--- src/rtl/spriteram_arbiter.sv ---
// Sprite RAM arbiter: engine reads, buffered CPU writes and single CPU readback share one 128x8 port.
// Optional SPRITERAM_VBLANK_COMMIT_EN: CPU writes commit to RAM only during vblank.
module spriteram_arbiter #(
  parameter int FIFO_DEPTH   = 4,
  parameter int STARVE_LIMIT = 8
) (
  input  logic       clk,
  input  logic       reset_n,
  input  logic       vblank,
  input  logic [6:0] cpu_addr,
  input  logic [7:0] cpu_din,
  input  logic       cpu_wr,
  input  logic       cpu_rd,
  output logic [7:0] cpu_dout,
  output logic       cpu_rd_valid,
  output logic       cpu_busy,
  output logic       cpu_overflow,
  input  logic [6:0] se_addr,
  input  logic       se_req,
  output logic       se_gnt,
  output logic [7:0] se_dout,
  output logic       se_valid,
  output logic [6:0] ram_addr,
  output logic [7:0] ram_din,
  output logic       ram_wr,
  input  logic [7:0] ram_dout
);
  localparam int PW = $clog2(FIFO_DEPTH);
  localparam int CW = PW + 1;

  typedef enum logic [1:0] {ARB_IDLE, ARB_SE, ARB_CPU_WR, ARB_CPU_RD} arb_e;

  arb_e            arb_q, arb_d;
  logic [14:0]     fifo_q [FIFO_DEPTH];
  logic [PW-1:0]   wr_ptr_q, rd_ptr_q;
  logic [CW-1:0]   cnt_q, cnt_d;
  logic            rd_pend_q, rd_pend_d;
  logic [6:0]      rd_addr_q;
  logic [7:0]      starve_q, starve_d;
  logic [6:0]      ram_addr_q;
  logic [7:0]      ram_din_q;
  logic            ram_wr_q;
  logic            se_valid_q, cpu_valid_q;
  logic [7:0]      se_hold_q, cpu_hold_q;
  logic            ovf_q;

  logic            fifo_empty, fifo_full, rd_busy, cpu_pend, starved;
  logic            force_op, wr_ok, push, pop, rd_take;
  logic [14:0]     head;

  assign fifo_empty = (cnt_q == '0);
  assign fifo_full  = (cnt_q == CW'(FIFO_DEPTH));
  // A read stays outstanding from the strobe until the cycle its data returns.
  assign rd_busy    = rd_pend_q || (arb_q == ARB_CPU_RD);
  assign cpu_pend   = !fifo_empty || rd_pend_q;
  assign starved    = (starve_q >= 8'(STARVE_LIMIT));
  assign head       = fifo_q[rd_ptr_q];

`ifdef SPRITERAM_VBLANK_COMMIT_EN
  assign wr_ok    = vblank;
  assign force_op = starved && rd_pend_q && fifo_empty;
`else
  logic unused_vblank;
  assign unused_vblank = vblank;
  assign wr_ok    = 1'b1;
  assign force_op = starved && cpu_pend;
`endif

  always_comb begin
    arb_d = ARB_IDLE;
    if (force_op)                     arb_d = fifo_empty ? ARB_CPU_RD : ARB_CPU_WR;
    else if (se_req)                  arb_d = ARB_SE;
    else if (rd_pend_q && fifo_empty) arb_d = ARB_CPU_RD;
    else if (!fifo_empty && wr_ok)    arb_d = ARB_CPU_WR;
  end

  assign pop     = (arb_d == ARB_CPU_WR);
  assign push    = cpu_wr && (!fifo_full || pop);
  assign rd_take = cpu_rd && !rd_busy;
  assign cnt_d   = cnt_q + CW'(push) - CW'(pop);

  always_comb begin
    starve_d  = starve_q;
    rd_pend_d = rd_pend_q;
    if (arb_d == ARB_CPU_WR || arb_d == ARB_CPU_RD) starve_d = '0;
    else if (cpu_pend && arb_d == ARB_SE && !starved) starve_d = starve_q + 8'd1;
    if (arb_d == ARB_CPU_RD) rd_pend_d = 1'b0;
    else if (rd_take)        rd_pend_d = 1'b1;
  end

  always_ff @(posedge clk) begin
    if (push) fifo_q[wr_ptr_q] <= {cpu_addr, cpu_din};
  end

  always_ff @(posedge clk or negedge reset_n) begin
    if (!reset_n) begin
      arb_q       <= ARB_IDLE;
      wr_ptr_q    <= '0;
      rd_ptr_q    <= '0;
      cnt_q       <= '0;
      rd_pend_q   <= 1'b0;
      rd_addr_q   <= '0;
      starve_q    <= '0;
      ram_addr_q  <= '0;
      ram_din_q   <= '0;
      ram_wr_q    <= 1'b0;
      se_valid_q  <= 1'b0;
      cpu_valid_q <= 1'b0;
      se_hold_q   <= '0;
      cpu_hold_q  <= '0;
      ovf_q       <= 1'b0;
    end else begin
      arb_q     <= arb_d;
      cnt_q     <= cnt_d;
      rd_pend_q <= rd_pend_d;
      starve_q  <= starve_d;
      if (push) wr_ptr_q <= wr_ptr_q + PW'(1);
      if (pop)  rd_ptr_q <= rd_ptr_q + PW'(1);
      if (rd_take) rd_addr_q <= cpu_addr;
      if (cpu_wr && fifo_full && !pop) ovf_q <= 1'b1;
      ram_wr_q <= pop;
      case (arb_d)
        ARB_SE:     ram_addr_q <= se_addr;
        ARB_CPU_RD: ram_addr_q <= rd_addr_q;
        ARB_CPU_WR: begin
          ram_addr_q <= head[14:8];
          ram_din_q  <= head[7:0];
        end
        default: ;
      endcase
      // arb_q names the access the RAM is serving this cycle; its data lands next cycle.
      se_valid_q  <= (arb_q == ARB_SE);
      cpu_valid_q <= (arb_q == ARB_CPU_RD);
      if (se_valid_q)  se_hold_q  <= ram_dout;
      if (cpu_valid_q) cpu_hold_q <= ram_dout;
    end
  end

  assign se_gnt       = reset_n && (arb_d == ARB_SE);
  assign ram_addr     = ram_addr_q;
  assign ram_din      = ram_din_q;
  assign ram_wr       = ram_wr_q;
  assign se_valid     = se_valid_q;
  assign cpu_rd_valid = cpu_valid_q;
  assign se_dout      = se_valid_q ? ram_dout : se_hold_q;
  assign cpu_dout     = cpu_valid_q ? ram_dout : cpu_hold_q;
  assign cpu_busy     = fifo_full || rd_busy;
  assign cpu_overflow = ovf_q;
endmodule

--- config.mk ---
export PLATFORM = sky130hd
export DESIGN_NAME = spriteram_arbiter
export DESIGN_NICKNAME = d
export VERILOG_FILES = /design/src/rtl/spriteram_arbiter.sv
export SDC_FILE = /design/constraint.sdc
export NUM_CORES = 1
export LEC_CHECK = 0
export CAP_MARGIN = 40
export CORE_UTILIZATION = 28
export CTS_CLUSTER_DIAMETER = 80
export DETAILED_ROUTE_END_ITERATION = 12
export DONT_BUFFER_PORTS = 1
export PLACE_DENSITY_LB_ADDON = 0.25
export SETUP_SLACK_MARGIN = 0.1
export SLEW_MARGIN = 20
export SYNTH_ARGS = -nofsm -noshare
export SYNTH_HDL_FRONTEND = slang
export SYNTH_SLANG_ARGS = --single-unit
--- constraint.sdc ---
create_clock -name clk -period 3.9 [get_ports clk]
set_clock_uncertainty 0.05 [all_clocks]
set_input_delay 0.78 -clock clk [delete_from_list [all_inputs] [get_ports clk]]
set_output_delay 0.78 -clock clk [all_outputs]
set_load 0.005 [all_outputs]
==> flow_summary.toml <==
[global_route]
grt_pass1_wl_mm = 16.1
antenna_found_initial = 0
grt_usage_pct = 12.5
grt_start_max_net_pins = 61
gr-total-overflow = 0
first_global_vias = 2822

[clock_tree]
cts_tree = "yes"
clk-insertion-delay-late_ns = 0.41
clock-root-buffer = "clkbuf_16"
clk_pin_slew_ns = 0.06
clockBufferDepth = 2
cts.sinks = 120
ctsResizeCount = 0
cts_setup_buffers = 0
cts_inserted_buffers = 17
htree_levels = 4

[floorplanning]
start_util_pct = 29.0
die_y_um = 134
io-pin-count = 73
core_region_area_sq_mm = 0.0168
fp-row-count = 47
die_area_sq_mm = 0.0179
die_w_um = 134

[sta]
fin_crit_ns = 3.11
tightestPinTransition_ns = 0.804
hold_violations = 0
rsz0062_at_grt = "false"
fmax_ghz = 0.322
setup_violations = 0
setup-tns-final_ns = 0
fin_crit_sh_pct = 79.7
maxSlewViolCount = 0
relSlewSlack_pct = 46.4

[placed_design]
gpl.final_weighted_congestion = 0.764
io_buffers = 0
place_hpwl_mm = 6.72

[route]
totalWireLength_mm = 10.2
num_vias = 2638
postRouteAntennaNets = 0
avgViaCountPerCell = 4.67
drcViolationCount = 0
detail_route.iter0.violations = 151
drt_pass1_iterations = 4
wire_per_inst_um = 18.0

[worst_setup_path]
cp_max_fo = 8
required_ns = 3.07
worstSetupEndpointType = "output pin"
rr_startpoint = "starve_q[6]"
startpoint_type = "flip-flop"
path_class = "reg -> out"
worstPathArrival_ns = 2.28
critPathLaunch = "starve_q[6]"

[yosys]
dominantRegCellSynth = "edfxtp_1"
synth.cell_area_sq_mm = 0.00486
synth_top_area_share_pct = 37.0
synth_warnings = 0
synth.area.top_cells = "edfxtp_1, dfrtp_1, mux4_2"
yosysTopAreaCell = "edfxtp_1"
syn_inst = 319
yosysUniqueCellTypes = 38
synth_commonest_cells = "dfrtp_1, edfxtp_1, nand2_1, mux2_2, mux4_2"
synth_edf_count = 60
synth_nets = 363
synth-seq-area-share_pct = 67.9
syn_avg_cell_area_sq_um = 15.2
synth_seq_cells = 120
async_reset_ff_share_pct = 50.0

[power]
p_switching_mw = 1.31
intPower_mw = 3.29
power_density_mw_per_mm2 = 795
p_sw_share_pct = 28.5
p_comb_share_pct = 21.2
vdd_drop_max_mv = 0.328
p_leak_nw = 2.21
clkPwrFrac_pct = 34.5
power_frac_seq_pct = 44.3

[cells_and_area]
layout-drive-gt1-share_pct = 22.3
final_util_pct = 34.5
n_antenna_cell = 0
fillerInstances = 1589
area_growth_pct = 18.8
layout.nets = 376

[run]
drv_cap = 0

[outcome]
status = "completed"

[hold_path]
hold_class = "in -> async"
[placed cells by master, fill, tap and decap left out, types with 6 or more instances in the layout]
| master | Yosys | final |
|---|---|---|
| dfrtp_1 | 60 | 60 |
| o22ai_1 | 11 | 11 |
| edfxtp_1 | 60 | 60 |
| nand2_1 | 34 | 34 |
| ha_1 | 7 | 7 |
| mux2_2 | 24 | 24 |
| a21oi_1 | 11 | 11 |
| and2_1 | 9 | 9 |
| mux4_2 | 15 | 15 |
| a21o_1 | 6 | 6 |
| nor2_1 | 14 | 14 |
| o21ai_0 | 8 | 8 |
| inv_1 | 6 | 6 |
| clkbuf_16 | 0 | 17 |
[layer usage]
| metal | track usage [%] | vias to the layer above | part of all wire, % |
|---|---|---|---|
| met4 | 6.88 | 0 | 2.3 |
| met2 | 19.1 | 64 | 47 |
| met3 | 5.03 | 15 | 7.5 |
| met1 | 14.9 | 1345 | 43 |
| li1 | - | 1214 | - |
| met5 | 0 | - | 0 |
[layout make-up]
cell class | instances | area [sq um] | area share [%]
clock buffer | 25 | 485 | 8.40
clock inverter | 7 | 119 | 2.06
inverter | 6 | 22.5 | 0.390
tap | 220 | 275 | 4.76
multi-input combinational | 179 | 1470 | 25.4
timing repair buffer | 8 | 104 | 1.80
sequential | 120 | 3300 | 57.2
[stage by stage]
stage	worst slack [ns]	std cells	area, sq um	total power [mW]	hold slack, ns
detailed placement	0.199	531	5140	3.05	0.356
floorplan	1.40	319	4860	2.73	0.344
CTS	0.152	564	5770	4.68	0.180
global placement	0.281	526	5080	2.97	0.365
finish	0.793	565	5780	4.60	0.179
global route	0.629	565	5780	4.87	0.194
[flip-flops by register name (all words and copies together), names as in the netlist, 2 cells and up]
signal      cells
cnt_q           3
fifo_q         60
arb_q           2
ram_addr        7
rd_ptr_q        2
wr_ptr_q        2
ram_din         8
rd_addr_q       7
cpu_hold_q      8
starve_q        8
se_hold_q       8
[cell families after synthesis]
family	after synthesis	synth area share, %
buffers and inverters	20	1.88
DFF	120	67.9
adders and majority gates	8	2.21
and+or+nand+nor	74	7.28
AOI/OAI and AO/OA	48	6.30
muxes	44	13.5
xor gates and xnor gates	5	0.900
[final timing paths]
check                           cells past startpoint      endpoint  slack (ns)
worst max-delay path                                4        se_gnt        0.79
worst min-delay path                                1  rd_addr_q[3]        0.18
worst max register to register                     10      cnt_q[2]        0.80
worst min register to register                      1      se_valid        0.37
max in group asynchronous                           1  se_hold_q[5]        3.33
min in group clk                                    1      se_valid        0.37
[what timing repair did]
item                                   CTS  global route
endpoints found under the hold margin   60             0
setup endpoints to repair                0             0
hold buffers                             1             0
[power groups by stage]
| stage | clock network, mW | registers [mW] | logic (mW) |
|---|---|---|---|
| 2_1_floorplan | 0 | 1.89 | 0.842 |
| 5_1_grt | 1.68 | 2.10 | 1.10 |
| 3_5_place_dp | 0 | 2.07 | 0.974 |
| 6_report | 1.58 | 2.04 | 0.977 |
| 4_1_cts | 1.63 | 2.05 | 0.995 |
| 3_3_place_gp | 0 | 2.06 | 0.917 |
[critical path: stages, from the launching register on]
cell and delay [ns]:
dfrtp_1 0.42, or4_4 0.59, nor2_1 0.47, nor2_1 0.17, nor2_1 0.22
(Power assumes the default switching activity.)
